**src/rtl/mips_isa_pkg.sv**
```systemverilog
// Mini-MIPS ISA constants shared by the encoder/loader
// and the opcode/funct control decoder.
package mips_isa_pkg;

  typedef enum logic [3:0] {
    OP_R     = 4'd0,
    OP_LW    = 4'd1,
    OP_SW    = 4'd2,
    OP_BEQ   = 4'd3,
    OP_BNE   = 4'd4,
    OP_ADDI  = 4'd5,
    OP_ANDI  = 4'd6,
    OP_ORI   = 4'd7,
    OP_XORI  = 4'd8,
    OP_LUI   = 4'd9,
    OP_SLTI  = 4'd10,
    OP_SLTIU = 4'd11,
    OP_J     = 4'd12
  } op_e;

  localparam logic [5:0] OPC_R     = 6'b000000;
  localparam logic [5:0] OPC_LW    = 6'b100011;
  localparam logic [5:0] OPC_SW    = 6'b101011;
  localparam logic [5:0] OPC_BEQ   = 6'b000100;
  localparam logic [5:0] OPC_BNE   = 6'b000101;
  localparam logic [5:0] OPC_ADDI  = 6'b001000;
  localparam logic [5:0] OPC_ANDI  = 6'b001100;
  localparam logic [5:0] OPC_ORI   = 6'b001101;
  localparam logic [5:0] OPC_XORI  = 6'b001110;
  localparam logic [5:0] OPC_LUI   = 6'b001111;
  localparam logic [5:0] OPC_SLTI  = 6'b001010;
  localparam logic [5:0] OPC_SLTIU = 6'b001011;
  localparam logic [5:0] OPC_J     = 6'b000010;

  function automatic logic [31:0] itype(
    input logic [5:0]  opc,
    input logic [4:0]  rs,
    input logic [4:0]  rt,
    input logic [15:0] imm
  );
    return {opc, rs, rt, imm};
  endfunction

endpackage

```
**src/rtl/mips_instr_encoder_loader_if.sv**
```systemverilog
// Instruction-beat valid/ready channel into the
// encoder/loader.
interface mips_instr_encoder_loader_if;
  logic        in_valid;
  logic        in_ready;
  logic [3:0]  in_op;
  logic [4:0]  in_rs;
  logic [4:0]  in_rt;
  logic [4:0]  in_rd;
  logic [4:0]  in_shamt;
  logic [5:0]  in_funct;
  logic [15:0] in_imm;
  logic [25:0] in_target;
  logic        in_last;

  modport master (
    output in_valid, in_op, in_rs, in_rt,
    output in_rd, in_shamt, in_funct,
    output in_imm, in_target, in_last,
    input  in_ready
  );

  modport slave (
    input  in_valid, in_op, in_rs, in_rt,
    input  in_rd, in_shamt, in_funct,
    input  in_imm, in_target, in_last,
    output in_ready
  );
endinterface

```
**src/rtl/mips_word_pack.sv**
```systemverilog
// Combinational class-to-word packer; legal=0 for
// op codes outside the enum.
module mips_word_pack
  import mips_isa_pkg::*;
(
  input  logic [3:0]  op,
  input  logic [4:0]  rs,
  input  logic [4:0]  rt,
  input  logic [4:0]  rd,
  input  logic [4:0]  shamt,
  input  logic [5:0]  funct,
  input  logic [15:0] imm,
  input  logic [25:0] target,
  output logic [31:0] word,
  output logic        legal
);

  always_comb begin
    word  = '0;
    legal = 1'b1;
    unique case (op)
      OP_R:
        word = {OPC_R, rs, rt, rd, shamt, funct};
      OP_LW:    word = itype(OPC_LW, rs, rt, imm);
      OP_SW:    word = itype(OPC_SW, rs, rt, imm);
      OP_BEQ:   word = itype(OPC_BEQ, rs, rt, imm);
      OP_BNE:   word = itype(OPC_BNE, rs, rt, imm);
      OP_ADDI:  word = itype(OPC_ADDI, rs, rt, imm);
      OP_ANDI:  word = itype(OPC_ANDI, rs, rt, imm);
      OP_ORI:   word = itype(OPC_ORI, rs, rt, imm);
      OP_XORI:  word = itype(OPC_XORI, rs, rt, imm);
      // LUI has no source register
      OP_LUI:   word = itype(OPC_LUI, 5'd0, rt, imm);
      OP_SLTI:  word = itype(OPC_SLTI, rs, rt, imm);
      OP_SLTIU: word = itype(OPC_SLTIU, rs, rt, imm);
      OP_J:     word = {OPC_J, target};
      default:  legal = 1'b0;
    endcase
  end

endmodule

```
**src/rtl/mips_instr_encoder_loader.sv**
```systemverilog
// Streams encoded MIPS words into instruction memory
// from a programmed base address.
module mips_instr_encoder_loader
  import mips_isa_pkg::*;
#(
  parameter int IMEM_DEPTH = 256,
  parameter int ADDR_W     = 8
) (
  input  logic              clk,
  input  logic              rst_n,
  input  logic              start,
  input  logic [ADDR_W-1:0] base_addr,
  mips_instr_encoder_loader_if.slave ins,
  output logic              imem_we,
  output logic [ADDR_W-1:0] imem_addr,
  output logic [31:0]       imem_wdata,
  output logic              busy,
  output logic              done,
  output logic [ADDR_W:0]   word_count,
  output logic              err_full,
  output logic              err_op
);

  typedef enum logic [1:0] {
    ST_IDLE,
    ST_RUN,
    ST_DONE
  } state_e;

  localparam logic [ADDR_W-1:0] LAST =
    ADDR_W'(IMEM_DEPTH - 1);

  state_e            state;
  logic [ADDR_W-1:0] ptr;
  logic [31:0]       word;
  logic              legal;
  logic              hs;

  mips_word_pack u_pack (
    .op     (ins.in_op),
    .rs     (ins.in_rs),
    .rt     (ins.in_rt),
    .rd     (ins.in_rd),
    .shamt  (ins.in_shamt),
    .funct  (ins.in_funct),
    .imm    (ins.in_imm),
    .target (ins.in_target),
    .word   (word),
    .legal  (legal)
  );

  assign hs = ins.in_valid && ins.in_ready;

  always_ff @(posedge clk or negedge rst_n) begin
    if (!rst_n) begin
      state        <= ST_IDLE;
      ptr          <= '0;
      ins.in_ready <= 1'b0;
      imem_we      <= 1'b0;
      imem_addr    <= '0;
      imem_wdata   <= '0;
      busy         <= 1'b0;
      done         <= 1'b0;
      word_count   <= '0;
      err_full     <= 1'b0;
      err_op       <= 1'b0;
    end else begin
      imem_we <= 1'b0;
      done    <= 1'b0;
      unique case (state)
        ST_IDLE: begin
          if (start) begin
            ptr          <= base_addr;
            word_count   <= '0;
            err_full     <= 1'b0;
            err_op       <= 1'b0;
            ins.in_ready <= 1'b1;
            busy         <= 1'b1;
            state        <= ST_RUN;
          end
        end
        ST_RUN: begin
          if (hs) begin
            if (legal) begin
              imem_we    <= 1'b1;
              imem_addr  <= ptr;
              imem_wdata <= word;
              word_count <= word_count + 1'b1;
              if (ptr != LAST)
                ptr <= ptr + 1'b1;
            end else begin
              err_op <= 1'b1;
            end
            if (ins.in_last) begin
              ins.in_ready <= 1'b0;
              busy         <= 1'b0;
              done         <= 1'b1;
              state        <= ST_DONE;
            end else if (legal && ptr == LAST) begin
              ins.in_ready <= 1'b0;
            end
          end else if (!ins.in_ready &&
                       ins.in_valid) begin
            // stalled only when memory is full
            err_full <= 1'b1;
            busy     <= 1'b0;
            done     <= 1'b1;
            state    <= ST_DONE;
          end
        end
        ST_DONE: state <= ST_IDLE;
        default: state <= ST_IDLE;
      endcase
    end
  end

endmodule

```
**src/flat_wrapper.sv**
```systemverilog
// flat-port wrapper written by rule: the top's interface ports become plain ports
module mips_instr_encoder_loader_flat import mips_isa_pkg::*;
#(
  parameter int IMEM_DEPTH = 256,
  parameter int ADDR_W     = 8
)
  (clk, rst_n, start, base_addr, imem_we, imem_addr, imem_wdata, busy, done, word_count, err_full, err_op, ins_in_valid, ins_in_op, ins_in_rs, ins_in_rt, ins_in_rd, ins_in_shamt, ins_in_funct, ins_in_imm, ins_in_target, ins_in_last, ins_in_ready);
  mips_instr_encoder_loader_if ins_i ();
  input  logic clk;
  input  logic rst_n;
  input  logic start;
  input  logic [ADDR_W-1:0] base_addr;
  output logic imem_we;
  output logic [ADDR_W-1:0] imem_addr;
  output logic [31:0] imem_wdata;
  output logic busy;
  output logic done;
  output logic [ADDR_W:0] word_count;
  output logic err_full;
  output logic err_op;
  input wire logic [$bits(ins_i.in_valid)-1:0] ins_in_valid;
  input wire logic [$bits(ins_i.in_op)-1:0] ins_in_op;
  input wire logic [$bits(ins_i.in_rs)-1:0] ins_in_rs;
  input wire logic [$bits(ins_i.in_rt)-1:0] ins_in_rt;
  input wire logic [$bits(ins_i.in_rd)-1:0] ins_in_rd;
  input wire logic [$bits(ins_i.in_shamt)-1:0] ins_in_shamt;
  input wire logic [$bits(ins_i.in_funct)-1:0] ins_in_funct;
  input wire logic [$bits(ins_i.in_imm)-1:0] ins_in_imm;
  input wire logic [$bits(ins_i.in_target)-1:0] ins_in_target;
  input wire logic [$bits(ins_i.in_last)-1:0] ins_in_last;
  output wire logic [$bits(ins_i.in_ready)-1:0] ins_in_ready;
  assign ins_i.in_valid = ins_in_valid;
  assign ins_i.in_op = ins_in_op;
  assign ins_i.in_rs = ins_in_rs;
  assign ins_i.in_rt = ins_in_rt;
  assign ins_i.in_rd = ins_in_rd;
  assign ins_i.in_shamt = ins_in_shamt;
  assign ins_i.in_funct = ins_in_funct;
  assign ins_i.in_imm = ins_in_imm;
  assign ins_i.in_target = ins_in_target;
  assign ins_i.in_last = ins_in_last;
  assign ins_in_ready = ins_i.in_ready;
  mips_instr_encoder_loader #(.IMEM_DEPTH(IMEM_DEPTH), .ADDR_W(ADDR_W)) u_core (.clk(clk), .rst_n(rst_n), .start(start), .base_addr(base_addr), .ins(ins_i), .imem_we(imem_we), .imem_addr(imem_addr), .imem_wdata(imem_wdata), .busy(busy), .done(done), .word_count(word_count), .err_full(err_full), .err_op(err_op));
endmodule
```
**config.mk**
```make
export PLATFORM = sky130hd
export DESIGN_NAME = mips_instr_encoder_loader_flat
export DESIGN_NICKNAME = d
export VERILOG_FILES = /design/src/rtl/mips_isa_pkg.sv /design/src/rtl/mips_instr_encoder_loader_if.sv /design/src/rtl/mips_word_pack.sv /design/src/rtl/mips_instr_encoder_loader.sv /design/src/flat_wrapper.sv
export SDC_FILE = /design/constraint.sdc
export NUM_CORES = 1
export LEC_CHECK = 0
export ABC_CLOCK_PERIOD_IN_PS = 1500
export BUFFER_PORTS_ARGS = -buffer_cell sky130_fd_sc_hd__buf_2
export CORE_ASPECT_RATIO = 0.7
export CORE_UTILIZATION = 43
export CTS_CLUSTER_SIZE = 28
export DETAILED_ROUTE_END_ITERATION = 6
export GPL_ROUTABILITY_DRIVEN = 0
export PLACE_DENSITY = 0.77
export SETUP_SLACK_MARGIN = 0.15
export SYNTH_ARGS = -nofsm -noshare
export SYNTH_HDL_FRONTEND = slang
export SYNTH_SLANG_ARGS = --single-unit
```
**constraint.sdc**
```tcl
create_clock -name clk -period 1.5 [get_ports clk]
set_input_delay 0.075 -clock clk [delete_from_list [all_inputs] [get_ports clk]]
set_output_delay 0.075 -clock clk [all_outputs]
set_load 0.005 [all_outputs]
```
==> metrics.txt <==
# TYPE chip_impl_metric gauge
chip_impl_metric{name="mappedNetlistArea",unit="sq um"} 3150
chip_impl_metric{name="route.detailed.vias_per_inst",unit=""} 5.81
chip_impl_metric{name="worstPathRequired",unit="ns"} 1.70
chip_impl_info{name="hold_start",value="ins_in_rs[0]"} 1
chip_impl_metric{name="die_x_extent",unit="microns"} 104
chip_impl_metric{name="register_area",unit="sq um"} 1610
chip_impl_info{name="run_status",value="finished with violations"} 1
chip_impl_info{name="hold_end",value="u_core.imem_wdata[21]"} 1
chip_impl_metric{name="yosys.area.top_type_share",unit="%"} 50.9
chip_impl_metric{name="cts_buffers",unit=""} 9
chip_impl_metric{name="critPathArrivalTime",unit="ns"} 1.80
chip_impl_metric{name="synth_cells",unit=""} 341
chip_impl_metric{name="die_h",unit="microns"} 73.6
chip_impl_info{name="ctsRootBufferMaster",value="clkbuf_8"} 1
chip_impl_metric{name="synth.ff_latch_count",unit=""} 64
chip_impl_metric{name="synthDistinctLibCells",unit=""} 49
chip_impl_metric{name="utilization",unit="%"} 74.6
chip_impl_metric{name="clk_latency",unit="ns"} 0.34
chip_impl_info{name="violations",value="setup timing"} 1
chip_impl_metric{name="r2r_cells",unit=""} 7
chip_impl_info{name="crit_chain",value="and3b_2, nand3_4, buf_12, nand2_8, buf_6, a21oi_2, a21oi_1"} 1
chip_impl_metric{name="drt_first_pass_iters",unit=""} 7
chip_impl_info{name="rsz_0062_raised_after_global_routing",value="true"} 1
chip_impl_metric{name="layout_worst_path_cycle_share",unit="%"} 107
chip_impl_metric{name="detailed_place.area",unit="sq um"} 4170
chip_impl_metric{name="area_occupied_by_multi_input_gates",unit="sq um"} 1850
chip_impl_metric{name="final_layout_size_suffix_gt1_share",unit="%"} 57.0
chip_impl_metric{name="min_path_cells",unit=""} 3
chip_impl_info{name="postSynth.topFlopCell",value="dfrtp_1"} 1
chip_impl_metric{name="worst_slew_margin_rel",unit="%"} 52.0
chip_impl_metric{name="yosys_warnings",unit=""} 0
chip_impl_info{name="synth_top_cells_by_area",value="dfrtp_1, nand2_1, o21ai_1"} 1
chip_impl_metric{name="drcViolationCount",unit=""} 0
chip_impl_metric{name="finish.net_count",unit=""} 611
chip_impl_metric{name="p_sw",unit="uW"} 3660
chip_impl_metric{name="worstPathMaxFanout",unit=""} 5
chip_impl_info{name="worst_r2r_endpoint",value="u_core.ptr[6]"} 1
chip_impl_info{name="cts_tree",value="yes"} 1
chip_impl_metric{name="fin_area",unit="sq um"} 5160
chip_impl_metric{name="max-clock-path-buffers",unit=""} 2
chip_impl_metric{name="ant_nets",unit=""} 0
chip_impl_metric{name="fillers",unit=""} 449
chip_impl_metric{name="drv_slew",unit=""} 0
chip_impl_metric{name="totalNegativeSetupSlack",unit="ns"} -0.918
chip_impl_metric{name="remaining_overflow_grt",unit=""} 0
chip_impl_metric{name="ys_seq_area_share",unit="%"} 50.9
chip_impl_metric{name="sw_frac_of_total",unit="%"} 40.1
chip_impl_metric{name="power.share.clock",unit="%"} 14.5
chip_impl_metric{name="p_leak",unit="uW"} 0.00253
chip_impl_metric{name="drt_iter0_drc",unit=""} 365
chip_impl_metric{name="routedWlPerCell",unit="microns"} 18.5
chip_impl_info{name="critical-path-top-delay-family",value="simple AND/OR/NAND/NOR gates"} 1
chip_impl_metric{name="asyncSetResetFlopFracSynth",unit="%"} 100
chip_impl_info{name="worst-setup-path-type",value="register to register"} 1
chip_impl_metric{name="routed_wirelength",unit="microns"} 11500
chip_impl_metric{name="critical_path.n_buffers_inverters",unit=""} 2
chip_impl_info{name="crit_path_top_delay_cell",value="dfrtp_2"} 1
chip_impl_metric{name="ff2ff_setup_slack",unit="ns"} -0.1
chip_impl_metric{name="number_of_antenna_violations_at_the_first_check_in_global_routing",unit=""} 0
chip_impl_metric{name="dr_vias",unit=""} 3614
chip_impl_metric{name="pwr_density_cell",unit="nW/um^2"} 1770
chip_impl_metric{name="power.share.sequential",unit="%"} 34.2
chip_impl_metric{name="report.final.setup_viol",unit=""} 31
chip_impl_metric{name="finalHoldViolations",unit=""} 0
chip_impl_info{name="start_kind",value="register"} 1
chip_impl_metric{name="power_report.internal_total",unit="uW"} 5460
chip_impl_metric{name="pre_cts_slack",unit="ns"} -0.0772
chip_impl_metric{name="core_area",unit="sq um"} 6910
chip_impl_metric{name="maxCapViolations",unit=""} 0
chip_impl_metric{name="number_of_global_route_vias_before_repair",unit=""} 3343
chip_impl_metric{name="pwr-share-comb",unit="%"} 51.3
chip_impl_metric{name="diodes",unit=""} 0
chip_impl_metric{name="worstMarginPinSlew",unit="ns"} 0.720
chip_impl_metric{name="clock.fmax",unit="MHz"} 626
chip_impl_metric{name="count_of_flip_flops_with_a_built_in_enable_after_synthesis",unit=""} 0
chip_impl_metric{name="ioPinCount",unit=""} 140
chip_impl_info{name="synth_top_cell_by_area",value="dfrtp_1"} 1
chip_impl_metric{name="fin_ws",unit="ns"} -0.0977
chip_impl_metric{name="vdd_drop_max",unit="V"} 0.000926
chip_impl_metric{name="floorplan.initialDensity",unit="%"} 45.6
chip_impl_metric{name="first_pass_grt_wire_length",unit="microns"} 16000
chip_impl_metric{name="placement.io_buffers",unit=""} 138
chip_impl_metric{name="area.growth.synth_to_final",unit="%"} 63.8
chip_impl_metric{name="cpPeakStageDelay",unit="ns"} 0.45
chip_impl_metric{name="final_cells",unit=""} 622
chip_impl_metric{name="dp.final_hpwl",unit="microns"} 6980
chip_impl_metric{name="final.setup_skew",unit="ns"} 0.00805
chip_impl_metric{name="largest_net_degree_at_the_start_of_global_routing",unit=""} 29
chip_impl_metric{name="htree_num_levels",unit=""} 3
chip_impl_info{name="hold_class",value="input pin to register"} 1
chip_impl_metric{name="placementRows",unit=""} 25
chip_impl_metric{name="clkSlewWorstSetupHoldPaths",unit="ns"} 0.07
chip_impl_metric{name="clkSinkCount",unit=""} 64
chip_impl_info{name="worstSetupEndpointType",value="register"} 1
chip_impl_info{name="regToRegStartpoint",value="u_core.state[0]"} 1
chip_impl_metric{name="syn-num-nets",unit=""} 428
chip_impl_metric{name="numPlacedInstances",unit=""} 580
chip_impl_metric{name="synth_area_per_cell",unit="sq um"} 9.24
chip_impl_metric{name="dieArea",unit="sq um"} 7680
chip_impl_metric{name="timing.final.crit_period",unit="ns"} 1.60
chip_impl_metric{name="grt_util_all_layers",unit="%"} 27.3
## flip-flops by register name (all words and copies together) (netlist names)
name,cells
u_core.ptr,8
u_core.done,1
u_core.err_op,1
u_core.imem_addr,8
u_core.busy,1
u_core.ins.in_ready,1
u_core.state,2
u_core.imem_wdata,31
u_core.word_count,9
u_core.err_full,1
u_core.imem_we,1
## kinds of logic after synthesis
family	count (synthesis)	share of synthesized area, %
buf+inv	27	4.21
other cells	1	0.119
flops	64	50.9
compound gates	111	22.6
mux	2	0.715
simple gates	129	19.3
xor+xnor	5	1.39
fa+ha+maj	2	0.794
## cells in the final DEF (no fill, tap or decap), drive strengths merged, types with 2 or more instances in the layout
| cell type | n |
|---|---|
| a21oi | 22 |
| a222oi | 16 |
| a22oi | 10 |
| a31oi | 3 |
| and3 | 4 |
| buf | 188 |
| clkbuf | 15 |
| clkinv | 3 |
| dfrtp | 64 |
| dlygate4sd3 | 4 |
| ha | 2 |
| inv | 3 |
| mux2 | 2 |
| nand2 | 72 |
| nand2b | 4 |
| nand3 | 7 |
| nand4 | 4 |
| nor2 | 23 |
| nor2b | 3 |
| nor3 | 3 |
| nor4 | 2 |
| o21ai | 49 |
| or3 | 2 |
| xnor2 | 2 |
| xor2 | 3 |
## metal layers
metal  up-vias  routed length, microns  track usage (%)
met5         -                       0                0
met4         0                     465             13.0
met3        52                     874             7.72
met2       217                    5770             45.5
met1      1739                    4410             33.1
li1       1606                       -                -
## power groups by stage
stage	Combinational (uW)	Sequential, uW	Clock, uW
finish	4670	3120	1320
global route	5050	3200	1430
CTS	3720	2940	1350
detailed placement	3070	2970	0
global placement	2980	2930	0
floorplan	1710	2970	0
## per-stage QoR
| stage | power [uW] | hold slack [ns] |
|---|---|---|
| global placement | 5910 | 0.0989 |
| CTS | 8010 | 0.00135 |
| floorplan | 4680 | -0.221 |
| finish | 9120 | 0.00978 |
| global route | 9680 | 0.0267 |
| detailed placement | 6050 | 0.110 |
## worst max-delay path by stage
stage                                from  slack, ns                    end  depth (start not counted)
after floorplan           u_core.state[1]       0.03          u_core.ptr[0]                          7
after global placement    u_core.state[1]      -0.02   u_core.word_count[7]                          5
after detailed placement  u_core.state[0]      -0.08   u_core.word_count[8]                          6
after CTS                 u_core.state[1]       0.02  u_core.imem_wdata[31]                          5
after global routing      u_core.state[0]      -0.13          u_core.ptr[1]                          6
final                     u_core.state[0]       -0.1          u_core.ptr[6]                          7
## cell type report
cell class	instances	area share, %
sequential	64	31.1
clock buffer	12	3.01
inverter	4	0.533
timing repair buffer	195	26.9
multi-input combinational	250	35.8
clock inverter	3	0.339
tap	94	2.28
## cell usage after synthesis (all sizes together) (2+ instances only)
cell	instances
xor2	3
nand2b	4
dfrtp	64
a31oi	3
xnor2	2
nor3	3
or3	2
ha	2
nand2	72
clkbuf	6
and3	4
nand4	4
buf	17
mux2	2
a222oi	16
nor2b	3
a21oi	22
inv	4
o21ai	49
a22oi	10
nor4	2
nor2	23
nand3	7
## worst min-delay path, stage by stage
cell	delay (ns)
buf_2	0.07
a22oi_1	0.05
o21ai_1	0.10
## timing repair
action	CTS	global route
gates cloned	2	4
buffers inserted	14	3
endpoints found under the setup margin	53	58
hold buffers	4	0
endpoints found under the hold margin	24	0
resized for setup	36	90
pin swaps	9	37
(Power assumes the default switching activity.)
